**src/rtl/byte_striping_pkg.sv**
```systemverilog
// ---------------------------------------------------------------------------
// byte_striping_pkg
//   Shared definitions for the byte-striping controller slice.
//   - NUM_LANES / DATA_W : lane count and byte width of the striped group
//   - PAD_BYTE           : filler byte for unused or padded lanes
//   - MODE_1L/2L/4L      : laneMode encodings (3 also means 4 lanes)
//   - stageState_t       : staging FSM states
//   - mode_to_n()        : laneMode -> number of active lanes
// ---------------------------------------------------------------------------
`timescale 1ns/1ps
package byte_striping_pkg;

  localparam int NUM_LANES = 4;
  localparam int DATA_W    = 8;

  localparam logic [7:0] PAD_BYTE = 8'hF7;

  localparam logic [1:0] MODE_1L = 2'd0;
  localparam logic [1:0] MODE_2L = 2'd1;
  localparam logic [1:0] MODE_4L = 2'd2;

  // FILL: staging is collecting bytes; FULL: staging holds a finished group
  // that is waiting for the output register to drain.
  typedef enum logic {
    FILL = 1'b0,
    FULL = 1'b1
  } stageState_t;

  // Encoding 3 is treated like MODE_4L so every laneMode value is legal.
  function automatic logic [2:0] mode_to_n(input logic [1:0] mode);
    case (mode)
      MODE_1L: return 3'd1;
      MODE_2L: return 3'd2;
      default: return 3'd4;
    endcase
  endfunction

endpackage

```
**src/rtl/byte_striping_ctrl_if.sv**
```systemverilog
// ---------------------------------------------------------------------------
// byte_striping_ctrl_if
//   Bundles the byte-stream side and the lane side of the striping controller.
//   Byte side : byteStripingIN, laneVLD, byteStripingRDY, laneMode, flush
//   Lane side : stripedLane0..3, byteStripingVLD, laneRDY,
//               laneParity (only when BYTE_STRIPING_PARITY_EN is defined)
//   Modports  : master = environment driving bytes and consuming groups,
//               slave  = the controller itself.
// ---------------------------------------------------------------------------
`timescale 1ns/1ps
interface byte_striping_ctrl_if #(parameter int DATA_W = 8);

  logic [DATA_W-1:0] byteStripingIN;
  logic              laneVLD;
  logic              byteStripingRDY;
  logic [1:0]        laneMode;
  logic              flush;

  logic [DATA_W-1:0] stripedLane0;
  logic [DATA_W-1:0] stripedLane1;
  logic [DATA_W-1:0] stripedLane2;
  logic [DATA_W-1:0] stripedLane3;
  logic              byteStripingVLD;
  logic              laneRDY;

`ifdef BYTE_STRIPING_PARITY_EN
  logic [3:0]        laneParity;

  modport master (
    output byteStripingIN, laneVLD, laneMode, flush, laneRDY,
    input  byteStripingRDY, stripedLane0, stripedLane1, stripedLane2,
           stripedLane3, byteStripingVLD, laneParity
  );

  modport slave (
    input  byteStripingIN, laneVLD, laneMode, flush, laneRDY,
    output byteStripingRDY, stripedLane0, stripedLane1, stripedLane2,
           stripedLane3, byteStripingVLD, laneParity
  );
`else
  modport master (
    output byteStripingIN, laneVLD, laneMode, flush, laneRDY,
    input  byteStripingRDY, stripedLane0, stripedLane1, stripedLane2,
           stripedLane3, byteStripingVLD
  );

  modport slave (
    input  byteStripingIN, laneVLD, laneMode, flush, laneRDY,
    output byteStripingRDY, stripedLane0, stripedLane1, stripedLane2,
           stripedLane3, byteStripingVLD
  );
`endif

endinterface

```
**src/rtl/byte_striping_lane_cnt.sv**
```systemverilog
// ---------------------------------------------------------------------------
// byte_striping_lane_cnt
//   Tracks where the next byte goes within the group being gathered and
//   decides when that group is complete.
//   Ports:
//     clk1Mhz, reset : clock, synchronous active-high reset
//     accept         : a byte is taken this cycle
//     flush          : request to close the current partial group
//     stageFill      : staging FSM is in FILL
//     laneMode       : requested lane mode (sampled only at group start)
//     idx            : staging slot for the next byte
//     fillCount      : bytes in the group including this cycle's byte
//     groupDone      : group closes on this edge (full or flushed)
// ---------------------------------------------------------------------------
`timescale 1ns/1ps
module byte_striping_lane_cnt
  import byte_striping_pkg::*;
(
  input  logic       clk1Mhz,
  input  logic       reset,
  input  logic       accept,
  input  logic       flush,
  input  logic       stageFill,
  input  logic [1:0] laneMode,
  output logic [1:0] idx,
  output logic [2:0] fillCount,
  output logic       groupDone
);

  logic [2:0] laneCntReg;
  logic [2:0] laneCntEff;
  logic       groupStart;

  // At the start of a group the live laneMode decides N, so a one-lane
  // group can already complete on its first byte. Mid-group the frozen
  // copy is used, which is how a mode change is deferred to the next group.
  always_comb begin
    groupStart = (idx == 2'd0) && stageFill;
    laneCntEff = groupStart ? mode_to_n(laneMode) : laneCntReg;
    fillCount  = {1'b0, idx} + {2'b00, accept};
    groupDone  = stageFill && (fillCount != 3'd0) &&
                 ((fillCount == laneCntEff) || flush);
  end

  always_ff @(posedge clk1Mhz) begin
    if (reset) begin
      idx        <= 2'd0;
      laneCntReg <= 3'd4;
    end else begin
      if (groupStart) begin
        laneCntReg <= mode_to_n(laneMode);
      end
      if (groupDone) begin
        idx <= 2'd0;
      end else if (accept) begin
        idx <= idx + 2'd1;
      end
    end
  end

endmodule

```
**src/rtl/byte_striping_ctrl.sv**
```systemverilog
// ---------------------------------------------------------------------------
// byte_striping_ctrl
//   Gathers a serial byte stream into groups of 1, 2 or 4 bytes (one per
//   lane) and presents each group on stripedLane0..3 with a valid/ready
//   handshake. A staging buffer behind the output register lets a
//   full-rate stream continue without stalls while the lane side is ready.
//   Ports:
//     clk1Mhz : byte-rate clock, rising edge
//     reset   : synchronous active-high reset
//     bus     : byte_striping_ctrl_if.slave (byte side and lane side)
//   Parameters:
//     DATA_W   : byte width per lane
//     PAD_BYTE : byte placed on unused or padded lanes
//   Build option:
//     BYTE_STRIPING_PARITY_EN : adds laneParity, the even parity of each
//                               output lane, registered with the lanes.
// ---------------------------------------------------------------------------
`timescale 1ns/1ps
module byte_striping_ctrl
  import byte_striping_pkg::*;
#(
  parameter int                DATA_W   = byte_striping_pkg::DATA_W,
  parameter logic [DATA_W-1:0] PAD_BYTE = byte_striping_pkg::PAD_BYTE
) (
  input logic                 clk1Mhz,
  input logic                 reset,
  byte_striping_ctrl_if.slave bus
);

  stageState_t       stageState;
  logic [DATA_W-1:0] staging   [NUM_LANES];
  logic [DATA_W-1:0] outLane   [NUM_LANES];
  logic [DATA_W-1:0] groupNext [NUM_LANES];
  logic              outVld;

  logic       accept;
  logic       stageFill;
  logic       drain;
  logic       toStage;
  logic       toOut;
  logic [1:0] idx;
  logic [2:0] fillCount;
  logic       groupDone;

  byte_striping_lane_cnt u_laneCnt (
    .clk1Mhz   (clk1Mhz),
    .reset     (reset),
    .accept    (accept),
    .flush     (bus.flush),
    .stageFill (stageFill),
    .laneMode  (bus.laneMode),
    .idx       (idx),
    .fillCount (fillCount),
    .groupDone (groupDone)
  );

  // A finished group goes to staging only when the output register is busy
  // and is not emptying on this edge; otherwise it bypasses straight to the
  // output so the normal latency is a single cycle.
  always_comb begin
    stageFill = (stageState == FILL);
    accept    = bus.laneVLD && stageFill && !reset;
    drain     = outVld && bus.laneRDY;
    toStage   = groupDone && outVld && !bus.laneRDY;
    toOut     = groupDone && !toStage;
  end

  // The closing group: slots already filled, this cycle's byte at idx, and
  // PAD_BYTE everywhere past the fill point. Because a normal group holds
  // exactly N bytes, the same rule pads both short modes and flushes.
  always_comb begin
    for (int k = 0; k < NUM_LANES; k++) begin
      groupNext[k] = PAD_BYTE;
      if (3'(k) < fillCount) begin
        groupNext[k] = (2'(k) == idx) ? bus.byteStripingIN : staging[k];
      end
    end
  end

`ifdef BYTE_STRIPING_PARITY_EN
  logic [3:0] parityReg;
  logic [3:0] groupNextPar;
  logic [3:0] stagingPar;

  // Parity is computed on whatever is about to be loaded so it always
  // matches the lanes it is registered alongside, pad lanes included.
  always_comb begin
    for (int k = 0; k < NUM_LANES; k++) begin
      groupNextPar[k] = ^groupNext[k];
      stagingPar[k]   = ^staging[k];
    end
  end

  assign bus.laneParity = parityReg;
`endif

  // Staging FSM plus the output register. In FILL bytes land in staging and
  // finished groups go either to the output or into staging (-> FULL). In
  // FULL the input is stalled until the output drains, at which point the
  // staged group takes its place on the same edge and VLD stays high.
  always_ff @(posedge clk1Mhz) begin
    if (reset) begin
      stageState <= FILL;
      outVld     <= 1'b0;
      for (int k = 0; k < NUM_LANES; k++) begin
        staging[k] <= '0;
        outLane[k] <= '0;
      end
`ifdef BYTE_STRIPING_PARITY_EN
      parityReg <= 4'b0000;
`endif
    end else begin
      case (stageState)
        FILL: begin
          if (toStage) begin
            for (int k = 0; k < NUM_LANES; k++) begin
              staging[k] <= groupNext[k];
            end
            stageState <= FULL;
          end else if (accept) begin
            staging[idx] <= bus.byteStripingIN;
          end
          if (toOut) begin
            for (int k = 0; k < NUM_LANES; k++) begin
              outLane[k] <= groupNext[k];
            end
            outVld <= 1'b1;
`ifdef BYTE_STRIPING_PARITY_EN
            parityReg <= groupNextPar;
`endif
          end else if (drain) begin
            outVld <= 1'b0;
          end
        end
        FULL: begin
          if (drain) begin
            for (int k = 0; k < NUM_LANES; k++) begin
              outLane[k] <= staging[k];
            end
            outVld     <= 1'b1;
            stageState <= FILL;
`ifdef BYTE_STRIPING_PARITY_EN
            parityReg <= stagingPar;
`endif
          end
        end
        default: stageState <= FILL;
      endcase
    end
  end

  assign bus.byteStripingRDY = stageFill && !reset;
  assign bus.byteStripingVLD = outVld;
  assign bus.stripedLane0    = outLane[0];
  assign bus.stripedLane1    = outLane[1];
  assign bus.stripedLane2    = outLane[2];
  assign bus.stripedLane3    = outLane[3];

endmodule
```
**src/flat_wrapper.sv**
```systemverilog
// flat-port wrapper written by rule: the top's interface ports become plain ports
module byte_striping_ctrl_flat import byte_striping_pkg::*;
#(
  parameter int                DATA_W   = byte_striping_pkg::DATA_W,
  parameter logic [DATA_W-1:0] PAD_BYTE = byte_striping_pkg::PAD_BYTE
)
  (clk1Mhz, reset, bus_byteStripingIN, bus_laneVLD, bus_laneMode, bus_flush, bus_laneRDY, bus_byteStripingRDY, bus_stripedLane0, bus_stripedLane1, bus_stripedLane2, bus_stripedLane3, bus_byteStripingVLD);
  byte_striping_ctrl_if #(.DATA_W(DATA_W)) bus_i ();
  input logic clk1Mhz;
  input logic reset;
  input wire logic [$bits(bus_i.byteStripingIN)-1:0] bus_byteStripingIN;
  input wire logic [$bits(bus_i.laneVLD)-1:0] bus_laneVLD;
  input wire logic [$bits(bus_i.laneMode)-1:0] bus_laneMode;
  input wire logic [$bits(bus_i.flush)-1:0] bus_flush;
  input wire logic [$bits(bus_i.laneRDY)-1:0] bus_laneRDY;
  output wire logic [$bits(bus_i.byteStripingRDY)-1:0] bus_byteStripingRDY;
  output wire logic [$bits(bus_i.stripedLane0)-1:0] bus_stripedLane0;
  output wire logic [$bits(bus_i.stripedLane1)-1:0] bus_stripedLane1;
  output wire logic [$bits(bus_i.stripedLane2)-1:0] bus_stripedLane2;
  output wire logic [$bits(bus_i.stripedLane3)-1:0] bus_stripedLane3;
  output wire logic [$bits(bus_i.byteStripingVLD)-1:0] bus_byteStripingVLD;
  assign bus_i.byteStripingIN = bus_byteStripingIN;
  assign bus_i.laneVLD = bus_laneVLD;
  assign bus_i.laneMode = bus_laneMode;
  assign bus_i.flush = bus_flush;
  assign bus_i.laneRDY = bus_laneRDY;
  assign bus_byteStripingRDY = bus_i.byteStripingRDY;
  assign bus_stripedLane0 = bus_i.stripedLane0;
  assign bus_stripedLane1 = bus_i.stripedLane1;
  assign bus_stripedLane2 = bus_i.stripedLane2;
  assign bus_stripedLane3 = bus_i.stripedLane3;
  assign bus_byteStripingVLD = bus_i.byteStripingVLD;
  byte_striping_ctrl #(.DATA_W(DATA_W), .PAD_BYTE(PAD_BYTE)) u_core (.clk1Mhz(clk1Mhz), .reset(reset), .bus(bus_i));
endmodule
```
**config.mk**
```make
export PLATFORM = sky130hd
export DESIGN_NAME = byte_striping_ctrl_flat
export DESIGN_NICKNAME = d
export VERILOG_FILES = /design/src/rtl/byte_striping_pkg.sv /design/src/rtl/byte_striping_ctrl_if.sv /design/src/rtl/byte_striping_lane_cnt.sv /design/src/rtl/byte_striping_ctrl.sv /design/src/flat_wrapper.sv
export SDC_FILE = /design/constraint.sdc
export NUM_CORES = 1
export LEC_CHECK = 0
export CORE_ASPECT_RATIO = 0.9
export CORE_UTILIZATION = 45
export CTS_CLUSTER_DIAMETER = 30
export DETAILED_ROUTE_END_ITERATION = 8
export MAX_ROUTING_LAYER = met4
export PLACE_DENSITY = 0.79
export SYNTH_ARGS = -nofsm -noshare
export SYNTH_HDL_FRONTEND = slang
export SYNTH_SLANG_ARGS = --single-unit
```
**constraint.sdc**
```tcl
create_clock -name clk1Mhz -period 3.9 [get_ports clk1Mhz]
set_input_delay 0.78 -clock clk1Mhz [delete_from_list [all_inputs] [get_ports clk1Mhz]]
set_output_delay 0.78 -clock clk1Mhz [all_outputs]
set_load 0.01 [all_outputs]
```
# After elaboration in Yosys (flattened, before gate mapping)

Memory sizes are Yosys's and may differ from the RTL's.
Cells that the tools add are included.

Add/subtract/negate cells: 2
Multiply operators: 0
Divide/modulo/power cells: 0
Magnitude comparators: 4
Equality and inequality tests: 7
Shift operators: 0
Multiplexer cells: 50
Bitwise operators: 13
Reduce and logical (&&, ||, !) cells: 20

Operators with widths:

| operator            | number |
|---|---|
| $mux 8              | 21 |
| $mux 1              | 24 |
| $or 1x1->1          | 12 |
| $logic_and 1x1->1   | 10 |
| $reduce_or 8->1     | 1 |
| $lt 1x3->1 const A  | 2 |
| $lt 2x3->1 const A  | 2 |
| $pmux 3 s2          | 1 |
| $eq 2x2->1 const A  | 2 |
| $logic_not 2->1     | 2 |
| $pmux 1 s2          | 2 |
| $add 2x1->3         | 1 |
| $eq 3x3->1          | 1 |
| $logic_not 1->1     | 3 |
| $mux 3              | 1 |
| $ne 3x3->1 const B  | 1 |
| $reduce_bool 3->1   | 1 |
| $add 2x1->2 const B | 1 |
| $eq 1x2->1 const A  | 1 |
| $eq 2x1->1 const B  | 1 |
| $mux 2              | 1 |
| $ne 2x2->1 const B  | 1 |
| $reduce_and 2->1    | 1 |
| $reduce_or 2->1     | 1 |
| other kinds (2)     | 2 |

Flip-flop bits (word level): 7
Bits in latches: 0
Memory bits (writable): 64
ROM bits: 0
Input port bits: 15
Output and inout bits: 34
Word-level logic and storage cells: 102
Memories kept: 2

Memories:

| name           | depth | width | read ports | clocked after memory_dff | write ports | line                     | text |
|---|---|---|---|---|---|---|---|
| u_core.outLane | 4     | 8     | 4          | 0                        | 4           | byte_striping_ctrl.sv:32 | `logic [DATA_W-1:0] outLane [NUM_LANES];` |
| u_core.staging | 4     | 8     | 4          | 0                        | 4           | byte_striping_ctrl.sv:31 | `logic [DATA_W-1:0] staging [NUM_LANES];` |

# Depth between registers and ports, before layout

Gate-level depths: netlist (run 1).

Word-level depth: 17
Mapped depth: 14

# Hierarchy

A second synthesis (run 1) with hierarchy kept.

Cell total of the unflattened synthesis: 335
Area total of the unflattened synthesis: 3788.6 um^2

Modules (own cells, without submodules):

| module                 | instances | cells each | area each (um^2) | sequential area each (um^2) |
|---|---|---|---|---|
| byte_striping_ctrl     | 1         | 298        | 3449.6           | 1961.9 |
| byte_striping_lane_cnt | 1         | 37         | 339.1            | 100.1 |

# Worst setup path after synthesis (run 1)

No wires, ideal clock.

Path kind: input to register
Start: input reset
End: memory u_core.outLane[2][0] (data pin)
Data arrival time: 3.273 ns
Path slack: 0.369 ns
Stages on the path: 12
Path buffers: 3
Cell sequence: buf_6 nor3b_4 nand2_1 inv_1 ha_1 clkbuf_1 nor2_1 a21oi_1 or4b_4 or3_1 buf_2 o221a_1

RTL lines:

| element     | line                     | text |
|---|---|---|
| from (decl) | flat_wrapper.sv:10       | `input logic reset;` |
| to (decl)   | byte_striping_ctrl.sv:32 |  |

==> flow_summary.rst, run 1 <==
.. list-table::
   :header-rows: 1

   * - Metric
     - Value
   * - Fraction of the mapped netlist area in simple logic gates
     - 0.09516
   * - Type of origin of the critical path
     - primary input
   * - Main combinational cell family by area after synthesis
     - compound AO/OA/AOI/OAI gates
   * - Count of unresolved DRC violations after routing
     - 0
   * - Beginning of the worst register-to-register path
     - u_core.u_laneCnt.idx[0]
   * - Htree depth
     - 3
   * - Area added between synthesis and finish
     - 20.48%
   * - Final Hold Vio Count
     - 0
   * - Synth cell types
     - 47
   * - Post-detailed-route via-to-cell ratio
     - 6.263
   * - Share of the clock period used by the worst path
     - 0.8985
   * - XOR/XNOR Fraction of Synth Area
     - 0.01383
   * - Power per cell area
     - ~410 nW/µm²
   * - Register bit total from synthesis
     - around 70
   * - Total track usage
     - 0.2421
   * - Mapped Cells
     - 345
   * - Highest achievable clock rate
     - 285.4 MHz
   * - Maximum root-to-sink buffer count
     - 2
   * - Area fraction in compound gates after synthesis
     - 0.2591
   * - Post-route setup TNS
     - 0 ns
   * - Footprint of the multi-input gates
     - 1536 µm²
   * - Adder-cell share of the synthesized area
     - 0.02305
   * - Post-Route Skew
     - between 0.01 and 0.015 ns
   * - Max Slew Vio Count
     - 0
   * - Die extent in y
     - 89.18 µm
   * - Total of warnings raised by yosys
     - 0
   * - Share of power burned in the clock network
     - 0.273
   * - Count of nets left with antenna violations after detail routing
     - 0
   * - Clock transition at path regs
     - 0.08 ns
   * - Total detailed-routing wirelength
     - between 9000 and 10000 µm
   * - NumNets Final
     - 413
   * - LEAKAGE
     - between 1.5 and 2 nW
   * - Worst Hold Depth
     - 2
   * - Required time at the endpoint of the critical path
     - 4.12 ns
   * - Worst endpoint data arrival time
     - around 3.7 ns
   * - Path class of the lowest-slack min-delay path
     - reg -> reg
   * - Pin count of the biggest net entering global routing
     - 31
   * - Worst setup path start
     - reset
   * - Total of fill cells in the finished design
     - 703
   * - Gr ovfl total
     - 0
   * - Result of the run
     - finished clean
   * - Worst setup path class
     - in -> reg
   * - Number of violations of the max-capacitance limit
     - 0
   * - TritonCTS Sinks
     - 71
   * - Gpl congestion
     - 0.8664
   * - Largest voltage drop on the vdd net
     - ~0.19 mV
   * - # rows
     - 31
   * - Share of cell area taken by muxes after synthesis
     - 0.01317
   * - Post-synth ARST share
     - 0
   * - IO Count
     - 49
   * - Area of the mapped netlist
     - 3800 µm²
   * - Reported net switching power
     - 0.0005518 W
   * - Worst max-slew margin expressed relative to the limit
     - 0.3999
   * - Post-synthesis area per instance
     - between 10 and 15 µm²
   * - Post-CTS setup buffer count
     - 0
   * - Flip-flop cell with the highest count after synthesis
     - sky130_fd_sc_hd__edfxtp_1
   * - Most common cell after layout, fill and taps aside
     - sky130_fd_sc_hd__edfxtp_1
   * - Global-route wire length before repair
     - 15260 µm
   * - Reg2Reg Depth
     - 10
   * - Switching part of the total power
     - 0.2918
   * - Comb power frac
     - 0.218
   * - Root buf cell
     - sky130_fd_sc_hd__clkbuf_8
   * - Power share of the sequential group
     - 0.508
   * - Layout Utilization
     - 0.5647
   * - Count of TritonRoute iterations in the first routing pass
     - 5
   * - Share of cells above drive strength 1
     - 0.09091
   * - Latest clock arrival within the worst-skew pair
     - 0.35 ns
   * - DP Wirelength
     - ~6500 µm
   * - Number of buffers inserted for hold repair after clock tree synthesis
     - 0
   * - Post-synthesis net count
     - between 300 and 400
   * - Crit-path max FO
     - 30
   * - Via count of the first global-routing pass
     - ~2800
   * - Proportion of synthesized chip area in sequential cells
     - 0.5426
   * - Dpl cell area
     - about 4400 µm²
   * - Leading cell types in the layout, fill and taps excluded
     - sky130_fd_sc_hd__edfxtp_1, sky130_fd_sc_hd__a21oi_1, sky130_fd_sc_hd__clkdlybuf4s50_1
   * - Slew at the pin closest to its max-slew limit
     - 0.9001 ns
   * - Final Cell Area
     - 4578 µm²
   * - Cts bufs inserted
     - 9
   * - Overall die area
     - 8816 µm²
   * - Area of the core
     - 8107 µm²
   * - Sequential cell area
     - 2062 µm²
   * - Count of final setup violators
     - 0
   * - Effective utilization at floorplan
     - 0.4687
   * - Critical path endpoint category
     - register
   * - Critical hold path startpoint
     - u_core.u_laneCnt.laneCntReg[2]
   * - Setup repair after global routing missed its margin
     - no
   * - Diode count
     - 0
   * - Detail-routed net length per standard cell
     - about 20 µm
   * - Number of antenna violations at the first check in global routing
     - 0
   * - Count of buffers from port buffering
     - 48
   * - Internal power contribution
     - 0.001339 W
   * - Starting DRT DRC Count
     - roughly 350
   * - Vias after detailed routing
     - 3100
   * - Min Tclk post-route
     - 3.504 ns
   * - CTS tree
     - done
   * - Resize count post-CTS
     - 0
   * - Number of enable-type register cells in the synthesized netlist
     - 64
   * - Die span in x
     - 98.87 µm
[worst max-delay path, cell delays in order]
cell and delay [ns]:
sky130_fd_sc_hd__clkdlybuf4s50_1 0.46, sky130_fd_sc_hd__nor3b_4 0.22, sky130_fd_sc_hd__nand2_1 0.12, sky130_fd_sc_hd__ha_1 0.33
sky130_fd_sc_hd__xor2_1 0.21, sky130_fd_sc_hd__a31oi_1 0.13, sky130_fd_sc_hd__or4b_4 0.53, sky130_fd_sc_hd__buf_4 0.25
sky130_fd_sc_hd__nor2_1 0.40, sky130_fd_sc_hd__o221a_1 0.28
[synth_stat cells, types with 7 or more instances]
library cell	count	share of area
sky130_fd_sc_hd__nand2_1	21	0.021
sky130_fd_sc_hd__inv_1	18	0.018
sky130_fd_sc_hd__clkbuf_1	24	0.024
sky130_fd_sc_hd__a21oi_1	52	0.068
sky130_fd_sc_hd__o2bb2ai_1	15	0.035
sky130_fd_sc_hd__a211oi_1	15	0.030
sky130_fd_sc_hd__o32ai_1	14	0.032
sky130_fd_sc_hd__edfxtp_1	64	0.51
sky130_fd_sc_hd__nand2b_1	9	0.015
sky130_fd_sc_hd__o221a_1	7	0.021
sky130_fd_sc_hd__a311oi_1	7	0.016
sky130_fd_sc_hd__ha_1	7	0.023
sky130_fd_sc_hd__nor2b_1	9	0.015
sky130_fd_sc_hd__nor2_1	10	0.0099
sky130_fd_sc_hd__a21o_1	8	0.016
sky130_fd_sc_hd__dfxtp_1	7	0.037
[final cells by class]
type	count	share of cell area
timing repair buffer	67	0.1361
clock inverter	6	0.008199
clock buffer	10	0.02788
multi-input combinational	224	0.3356
tap	99	0.02706
sequential	71	0.4504
inverter	18	0.01476
[stage by stage]
stage	setup WS (ns)	std cells	hold WS, ns	power, W
4_1_cts	0.4273	495	0.5452	0.001895
3_3_place_gp	0.1451	479	0.4986	0.001369
3_5_place_dp	0.05365	479	0.5231	0.001384
2_1_floorplan	0.3690	345	0.4642	0.001187
6_report	0.3957	495	0.5375	0.001891
5_1_grt	0.2115	495	0.5695	0.001965
[path summary, 6_finish.rpt]
kind                                    endpoint  slack [ns]
hold / removal    u_core.u_laneCnt.laneCntReg[2]        0.54
setup reg to reg            u_core.outLane[2][7]        0.58
hold reg to reg   u_core.u_laneCnt.laneCntReg[2]        0.54
setup / recovery            u_core.outLane[2][7]        0.40
[state kept, by name (all words and copies together), names as in the netlist]
register	count
u_core.bus.byteStripingVLD	1
u_core.u_laneCnt.idx	2
u_core.staging	32
u_core.stageState	1
u_core.outLane	32
u_core.u_laneCnt.laneCntReg	3
[cell families (layout without fill, tap and decap cells)]
family | Yosys count | count (layout)
compound gates | 141 | 141
xor+xnor | 6 | 6
fa+ha+maj | 7 | 7
buf+inv | 50 | 101
flops | 71 | 71
mux | 5 | 5
simple gates | 65 | 65
[power by group through the flow]
stage | Clock [W] | Combinational, W | Sequential (W)
floorplan | 0 | 0.000194 | 0.000993
global placement | 0 | 0.000396 | 0.000974
detailed placement | 0 | 0.000406 | 0.000978
CTS | 0.000524 | 0.000410 | 0.000961
global route | 0.000549 | 0.000447 | 0.000969
finish | 0.000517 | 0.000413 | 0.000961
[per-layer routing]
metal  vias to the layer above  wire, µm  track usage  share of wire
li1                       1423         -            -              -
met1                      1468      4092       0.3040           0.42
met2                       185      4483       0.3783           0.46
met3                        24       920      0.06880          0.095
met4                         0       222      0.08548          0.023
met5                         -         0            -              0
Power figures use the tool's default switching activity.
==> run 2: changes to the inputs <==
--- a/config.mk
+++ b/config.mk
@@ -11,6 +11,7 @@
 export DETAILED_ROUTE_END_ITERATION = 8
 export MAX_ROUTING_LAYER = met4
 export PLACE_DENSITY = 0.79
+export RECOVER_POWER = 100
 export SYNTH_ARGS = -nofsm -noshare
 export SYNTH_HDL_FRONTEND = slang
 export SYNTH_SLANG_ARGS = --single-unit
==> run 2 against run 1 <==
Sequential power barely moved; hold slack is essentially flat; register-to-register slack worse by 0.14 ns; die area unchanged; combinational power down 6.3%; via count down 0.13%; worst setup slack worse by 0.13 ns; sequential cell count is the same; wire length about the same; largest power group unchanged.
==> flow_summary.rst, run 2 (same netlist as run 1, synthesis figures left out) <==
.. list-table::
   :header-rows: 1

   * - Metric
     - Value
   * - Reported net switching power
     - 0.0005453 W
   * - Power share of the sequential group
     - 0.516
   * - Type of origin of the critical path
     - primary input
   * - Share of power burned in the clock network
     - 0.276
   * - Htree depth
     - 3
   * - Count of final setup violators
     - 0
   * - Effective utilization at floorplan
     - 0.4687
   * - Worst max-slew margin expressed relative to the limit
     - 0.3907
   * - Total detailed-routing wirelength
     - 9722 µm
   * - Post-Route Skew
     - 0.008945 ns
   * - Diode count
     - 0
   * - Highest achievable clock rate
     - roughly 270 MHz
   * - Placement Setup Slack
     - 0.05365 ns
   * - Clock transition at path regs
     - 0.07 ns
   * - Critical hold path startpoint
     - u_core.u_laneCnt.laneCntReg[2]
   * - IO Count
     - 49
   * - Slew at the pin closest to its max-slew limit
     - 0.9140 ns
   * - Beginning of the worst register-to-register path
     - u_core.u_laneCnt.idx[0]
   * - Vias after detailed routing
     - 3096
   * - Starting DRT DRC Count
     - 261
   * - Reg-to-reg slack, setup
     - 0.44 ns
   * - Number of violations of the max-capacitance limit
     - 0
   * - TritonCTS Sinks
     - 71
   * - Post-route setup TNS
     - 0 ns
   * - Most common cell after layout, fill and taps aside
     - sky130_fd_sc_hd__edfxtp_1
   * - Latest clock arrival within the worst-skew pair
     - 0.35 ns
   * - Count of TritonRoute iterations in the first routing pass
     - 5
   * - Number of antenna violations at the first check in global routing
     - 0
   * - Setup repair after global routing missed its margin
     - no
   * - Detail-routed net length per standard cell
     - 19.64 µm
   * - Pin count of the biggest net entering global routing
     - 31
   * - Switching part of the total power
     - 0.2933
   * - # rows
     - 31
   * - Path class of the lowest-slack min-delay path
     - reg -> reg
   * - Max Slew Vio Count
     - 0
   * - Final setup slack of the worst path
     - 0.2620 ns
   * - Largest voltage drop on the vdd net
     - 0.1857 mV
   * - Via count of the first global-routing pass
     - ~2800
   * - LEAKAGE
     - 1.697 nW
   * - Worst Hold Depth
     - 2
   * - Share of cells above drive strength 1
     - 0.07071
   * - Total of fill cells in the finished design
     - 713
   * - Gr ovfl total
     - 0
   * - Area of the core
     - 8107 µm²
   * - Count of unresolved DRC violations after routing
     - 0
   * - NumNets Final
     - 413
   * - Die span in x
     - ~99 µm
   * - Die extent in y
     - 89.18 µm
   * - Reg2Reg Depth
     - 11
   * - Maximum root-to-sink buffer count
     - 2
   * - Crit-path max FO
     - 14
   * - Worst setup path class
     - in -> reg
   * - Root buf cell
     - sky130_fd_sc_hd__clkbuf_8
   * - Result of the run
     - finished clean
   * - Dpl cell area
     - 4413 µm²
   * - Final Cell Area
     - approximately 4500 µm²
   * - Required time at the endpoint of the critical path
     - 3.97 ns
   * - Resize count post-CTS
     - 0
   * - Min Tclk post-route
     - 3.638 ns
   * - Power per cell area
     - 408.7 nW/µm²
   * - Area added between synthesis and finish
     - 19.72%
   * - Internal power contribution
     - 0.001314 W
   * - Layout Utilization
     - 0.5612
   * - Gpl congestion
     - around 0.87
   * - Global-route wire length before repair
     - 15260 µm
   * - CTS tree
     - done
   * - Overall die area
     - between 8000 and 9000 µm²
   * - Count of buffers from port buffering
     - 48
   * - Worst endpoint data arrival time
     - 3.71 ns
   * - Number of buffers inserted for hold repair after clock tree synthesis
     - 0
   * - Total track usage
     - 0.2421
   * - Count of nets left with antenna violations after detail routing
     - 0
   * - Post-detailed-route via-to-cell ratio
     - 6.255
   * - Share of the clock period used by the worst path
     - 0.9328
   * - Comb power frac
     - 0.208
   * - DP Wirelength
     - 6457 µm
   * - Leading cell types in the layout, fill and taps excluded
     - sky130_fd_sc_hd__edfxtp_1, sky130_fd_sc_hd__a21oi_1, sky130_fd_sc_hd__dlygate4sd3_1
   * - Post-CTS setup buffer count
     - 0
   * - Worst r2r dst
     - u_core.staging[2][1]
   * - Final Hold Vio Count
     - 0
   * - Critical path endpoint category
     - register
   * - Endpoint of the worst hold path
     - u_core.u_laneCnt.laneCntReg[2]
   * - Cts bufs inserted
     - 9
   * - Top Registers
     - u_core.outLane x32, u_core.staging x32, u_core.u_laneCnt.laneCntReg x3
## run 2: changes by cell type in the layout (fill, tap and decap cells not counted)
cell	previous run	this run
sky130_fd_sc_hd__buf_4	19	9
sky130_fd_sc_hd__clkbuf_1	1	8
sky130_fd_sc_hd__clkbuf_4	0	2
sky130_fd_sc_hd__and2_0	1	2
sky130_fd_sc_hd__o21ai_1	3	2
sky130_fd_sc_hd__clkbuf_2	0	1
sky130_fd_sc_hd__o21ai_0	4	5
sky130_fd_sc_hd__and2_1	1	0
sky130_fd_sc_hd__dlygate4sd3_1	0	33
sky130_fd_sc_hd__clkdlybuf4s50_1	48	15
sky130_fd_sc_hd__and4bb_2	1	0
sky130_fd_sc_hd__and4bb_1	0	1
## run 2: worst max-delay path by stage
stage | slack, ns | end | startpoint | depth (start not counted)
detailed placement | 0.05 | u_core.outLane[2][7] | reset | 10
global route | 0.14 | u_core.staging[2][0] | reset | 11
CTS | 0.43 | u_core.outLane[2][7] | reset | 10
floorplan | 0.37 | u_core.outLane[2][0] | reset | 12
finish | 0.26 | u_core.staging[2][1] | reset | 11
global placement | 0.15 | u_core.outLane[2][5] | reset | 9
## run 2: power groups by stage
stage	sequential, W	combinational [W]	clock, W
2_1_floorplan	0.000993	0.000194	0
3_3_place_gp	0.000974	0.000396	0
3_5_place_dp	0.000978	0.000406	0
4_1_cts	0.000961	0.000410	0.000524
5_1_grt	0.000967	0.000422	0.000549
6_report	0.000959	0.000387	0.000513
## run 2: area by class of cell
| type | instances | area, µm² | area share |
|---|---|---|---|
| clock buffer | 10 | 127.6 | 0.02805 |
| clock inverter | 6 | 37.54 | 0.008251 |
| inverter | 18 | 67.56 | 0.01485 |
| multi-input combinational | 224 | 1536 | 0.3377 |
| sequential | 71 | 2062 | 0.4532 |
| tap | 99 | 123.9 | 0.02723 |
| timing repair buffer | 67 | 594.3 | 0.1306 |
## run 2: per-stage QoR
stage	hold WS [ns]	instances	power, W
2_1_floorplan	0.4642	345	0.001187
3_3_place_gp	0.4986	479	0.001369
3_5_place_dp	0.5231	479	0.001384
4_1_cts	0.5452	495	0.001895
5_1_grt	0.5695	495	0.001937
6_report	0.5376	495	0.001860
## run 2: critical path, stage by stage
cell and delay (ns):
sky130_fd_sc_hd__clkdlybuf4s50_1 0.46, sky130_fd_sc_hd__nor3b_4 0.22, sky130_fd_sc_hd__nand2_1 0.12, sky130_fd_sc_hd__ha_1 0.33, sky130_fd_sc_hd__xor2_1 0.18, sky130_fd_sc_hd__a31oi_1 0.22
sky130_fd_sc_hd__clkbuf_4 0.18, sky130_fd_sc_hd__and4bb_1 0.29, sky130_fd_sc_hd__nor2_1 0.18, sky130_fd_sc_hd__clkbuf_1 0.57, sky130_fd_sc_hd__o32ai_1 0.17
## run 2: per-layer routing
metal	vias up	global-route usage	wire [µm]
li1	1420	-	-
met1	1487	0.3040	4055
met2	167	0.3783	4561
met3	22	0.06880	903
met4	0	0.08548	201
met5	-	-	0
==> run 3: changes to the inputs <==
--- a/config.mk
+++ b/config.mk
@@ -6,9 +6,11 @@
 export NUM_CORES = 1
 export LEC_CHECK = 0
 export CORE_ASPECT_RATIO = 0.9
+export CORE_MARGIN = 5
 export CORE_UTILIZATION = 45
 export CTS_CLUSTER_DIAMETER = 30
 export DETAILED_ROUTE_END_ITERATION = 8
+export GPL_ROUTABILITY_DRIVEN = 0
 export MAX_ROUTING_LAYER = met4
 export PLACE_DENSITY = 0.79
 export RECOVER_POWER = 100
==> run 3 against run 2 <==
Die area is 18% higher; sequential cell count stayed put; total power is 4.3% higher; design area is 0.83% higher; first-iteration DRC count is 43% higher; combinational power is 2% higher; wire length is 0.80% lower; hold slack worse by 0.026 ns; utilization is 0.19 points higher; clock-buffer cell count is 1 lower; global-route usage is 5.0 points lower; clock skew is 0.0063 ns higher.
==> flow_summary.rst, run 3 (same netlist as run 1, synthesis figures left out) <==
.. list-table::
   :header-rows: 1

   * - Metric
     - Value
   * - Result of the run
     - finished clean
   * - Final setup slack of the worst path
     - roughly 0.31 ns
   * - Largest voltage drop on the vdd net
     - 0.2243 mV
   * - DP Wirelength
     - 6487 µm
   * - Share of power burned in the clock network
     - 0.306
   * - TritonCTS Sinks
     - 71
   * - Power per cell area
     - 423.0 nW/µm²
   * - Die extent in y
     - 97.18 µm
   * - Worst max-slew margin expressed relative to the limit
     - 0.3923
   * - Worst endpoint data arrival time
     - ~3.7 ns
   * - Cts bufs inserted
     - 9
   * - Area of the core
     - 8145 µm²
   * - CTS tree
     - done
   * - Die span in x
     - between 100 and 150 µm
   * - Global-route wire length before repair
     - 15300 µm
   * - # rows
     - 31
   * - Leading cell types in the layout, fill and taps excluded
     - sky130_fd_sc_hd__edfxtp_1, sky130_fd_sc_hd__a21oi_1, sky130_fd_sc_hd__dlygate4sd3_1
   * - Post-Route Skew
     - 0.01520 ns
   * - Count of TritonRoute iterations in the first routing pass
     - 5
   * - Required time at the endpoint of the critical path
     - between 3 and 4 ns
   * - Internal power contribution
     - 0.001383 W
   * - Top Registers
     - u_core.outLane x32, u_core.staging x32, u_core.u_laneCnt.laneCntReg x3
   * - Post-route setup TNS
     - 0 ns
   * - Diode count
     - 0
   * - Clock transition at path regs
     - ~0.08 ns
   * - Effective utilization at floorplan
     - 0.4665
   * - Critical path endpoint category
     - register
   * - Latest clock arrival within the worst-skew pair
     - ~0.35 ns
   * - LEAKAGE
     - 1.716 nW
   * - Total of fill cells in the finished design
     - 695
   * - Switching part of the total power
     - 0.2874
   * - Highest achievable clock rate
     - 278.3 MHz
   * - Pin count of the biggest net entering global routing
     - 31
   * - Crit-path max FO
     - 14
   * - Via count of the first global-routing pass
     - 2894
   * - Area added between synthesis and finish
     - 20.71%
   * - Total track usage
     - 0.1921
   * - Count of nets left with antenna violations after detail routing
     - 0
   * - Placement Setup Slack
     - 0.03790 ns
   * - Worst setup path class
     - in -> reg
   * - Count of buffers from port buffering
     - 48
   * - Power share of the sequential group
     - 0.491
   * - Final Hold Vio Count
     - 0
   * - Number of buffers inserted for hold repair after clock tree synthesis
     - 0
   * - Htree depth
     - 3
   * - Type of origin of the critical path
     - primary input
   * - Detail-routed net length per standard cell
     - 19.40 µm
   * - Reported net switching power
     - roughly 0.00056 W
   * - Starting DRT DRC Count
     - between 300 and 400
   * - Total power after layout
     - 0.001940 W
   * - Resize count post-CTS
     - 0
   * - Overall die area
     - 10380 µm²
   * - Comb power frac
     - 0.202
   * - Post-CTS setup buffer count
     - 0
   * - Count of unresolved DRC violations after routing
     - 0
   * - Number of antenna violations at the first check in global routing
     - 0
   * - Count of final setup violators
     - 0
   * - IO Count
     - 49
   * - Min Tclk post-route
     - 3.593 ns
   * - Slew at the pin closest to its max-slew limit
     - between 0.9 and 1 ns
   * - Setup repair after global routing missed its margin
     - no
   * - Max Slew Vio Count
     - 0
   * - Number of violations of the max-capacitance limit
     - 0
   * - Post-detailed-route via-to-cell ratio
     - 6.157
   * - Most common cell after layout, fill and taps aside
     - sky130_fd_sc_hd__edfxtp_1
   * - Share of cells above drive strength 1
     - 0.07538
   * - Maximum root-to-sink buffer count
     - 2
   * - Path class of the lowest-slack min-delay path
     - reg -> reg
   * - Share of the clock period used by the worst path
     - 0.9212
   * - Final hold slack
     - about 0.5 ns
   * - Gr ovfl total
     - 0
   * - Vias after detailed routing
     - around 3100
   * - Total detailed-routing wirelength
     - 9644 µm
   * - NumNets Final
     - 415
   * - Root buf cell
     - sky130_fd_sc_hd__clkbuf_8
-- run 3: cell type report --
| class | instances | area, µm² | share of cell area |
|---|---|---|---|
| Clock buffer | 9 | 123.9 | 0.02700 |
| Clock inverter | 7 | 71.32 | 0.01555 |
| Inverter | 18 | 67.56 | 0.01473 |
| Multi-Input combinational cell | 224 | 1533 | 0.3342 |
| Sequential cell | 71 | 2062 | 0.4495 |
| Tap cell | 99 | 123.9 | 0.02700 |
| Timing Repair Buffer | 69 | 605.6 | 0.1320 |
-- run 3: metal layers --
metal  GRT usage  vias to the layer above  part of all wire
li1            -                     1425                 -
met1      0.2643                     1452              0.43
met2      0.2788                      165              0.46
met3     0.04784                       18             0.094
met4     0.06293                        0             0.018
met5           -                        -                 0
-- run 3: power by group through the flow --
| stage | combinational [W] | clock [W] | sequential (W) |
|---|---|---|---|
| floorplan | 0.000194 | 0 | 0.000993 |
| global placement | 0.000405 | 0 | 0.000969 |
| detailed placement | 0.000416 | 0 | 0.000973 |
| CTS | 0.000419 | 0.000598 | 0.000956 |
| global route | 0.000425 | 0.000632 | 0.000963 |
| finish | 0.000393 | 0.000595 | 0.000953 |
-- run 3: final timing paths --
path / cells after the start / to / start / slack [ns]
worst max-delay path: 11 / u_core.staging[2][0] / reset / 0.31
worst min-delay path: 2 / u_core.u_laneCnt.laneCntReg[1] / u_core.u_laneCnt.laneCntReg[1] / 0.51
worst max register to register: 11 / u_core.staging[2][0] / u_core.u_laneCnt.idx[1] / 0.52
worst min register to register: 2 / u_core.u_laneCnt.laneCntReg[1] / u_core.u_laneCnt.laneCntReg[1] / 0.51
-- run 3: per-stage QoR --
stage / cells / area (µm²) / util
after floorplan: 345 / 3800 / -
after global placement: 481 / 4428 / 0.5436
after detailed placement: 481 / 4428 / 0.5436
after CTS: 497 / 4623 / 0.5676
after global routing: 497 / 4587 / 0.5631
final: 497 / 4587 / 0.5631
-- run 3: critical path, stage by stage --
cell                              delay, ns
sky130_fd_sc_hd__clkdlybuf4s50_1       0.46
sky130_fd_sc_hd__nor3b_4               0.22
sky130_fd_sc_hd__nand2_1               0.12
sky130_fd_sc_hd__ha_1                  0.32
sky130_fd_sc_hd__xor2_1                0.18
sky130_fd_sc_hd__a31oi_1               0.23
sky130_fd_sc_hd__clkbuf_4              0.18
sky130_fd_sc_hd__and4bb_1              0.28
sky130_fd_sc_hd__nor2_1                0.16
sky130_fd_sc_hd__clkbuf_1              0.54
sky130_fd_sc_hd__o32ai_1               0.18
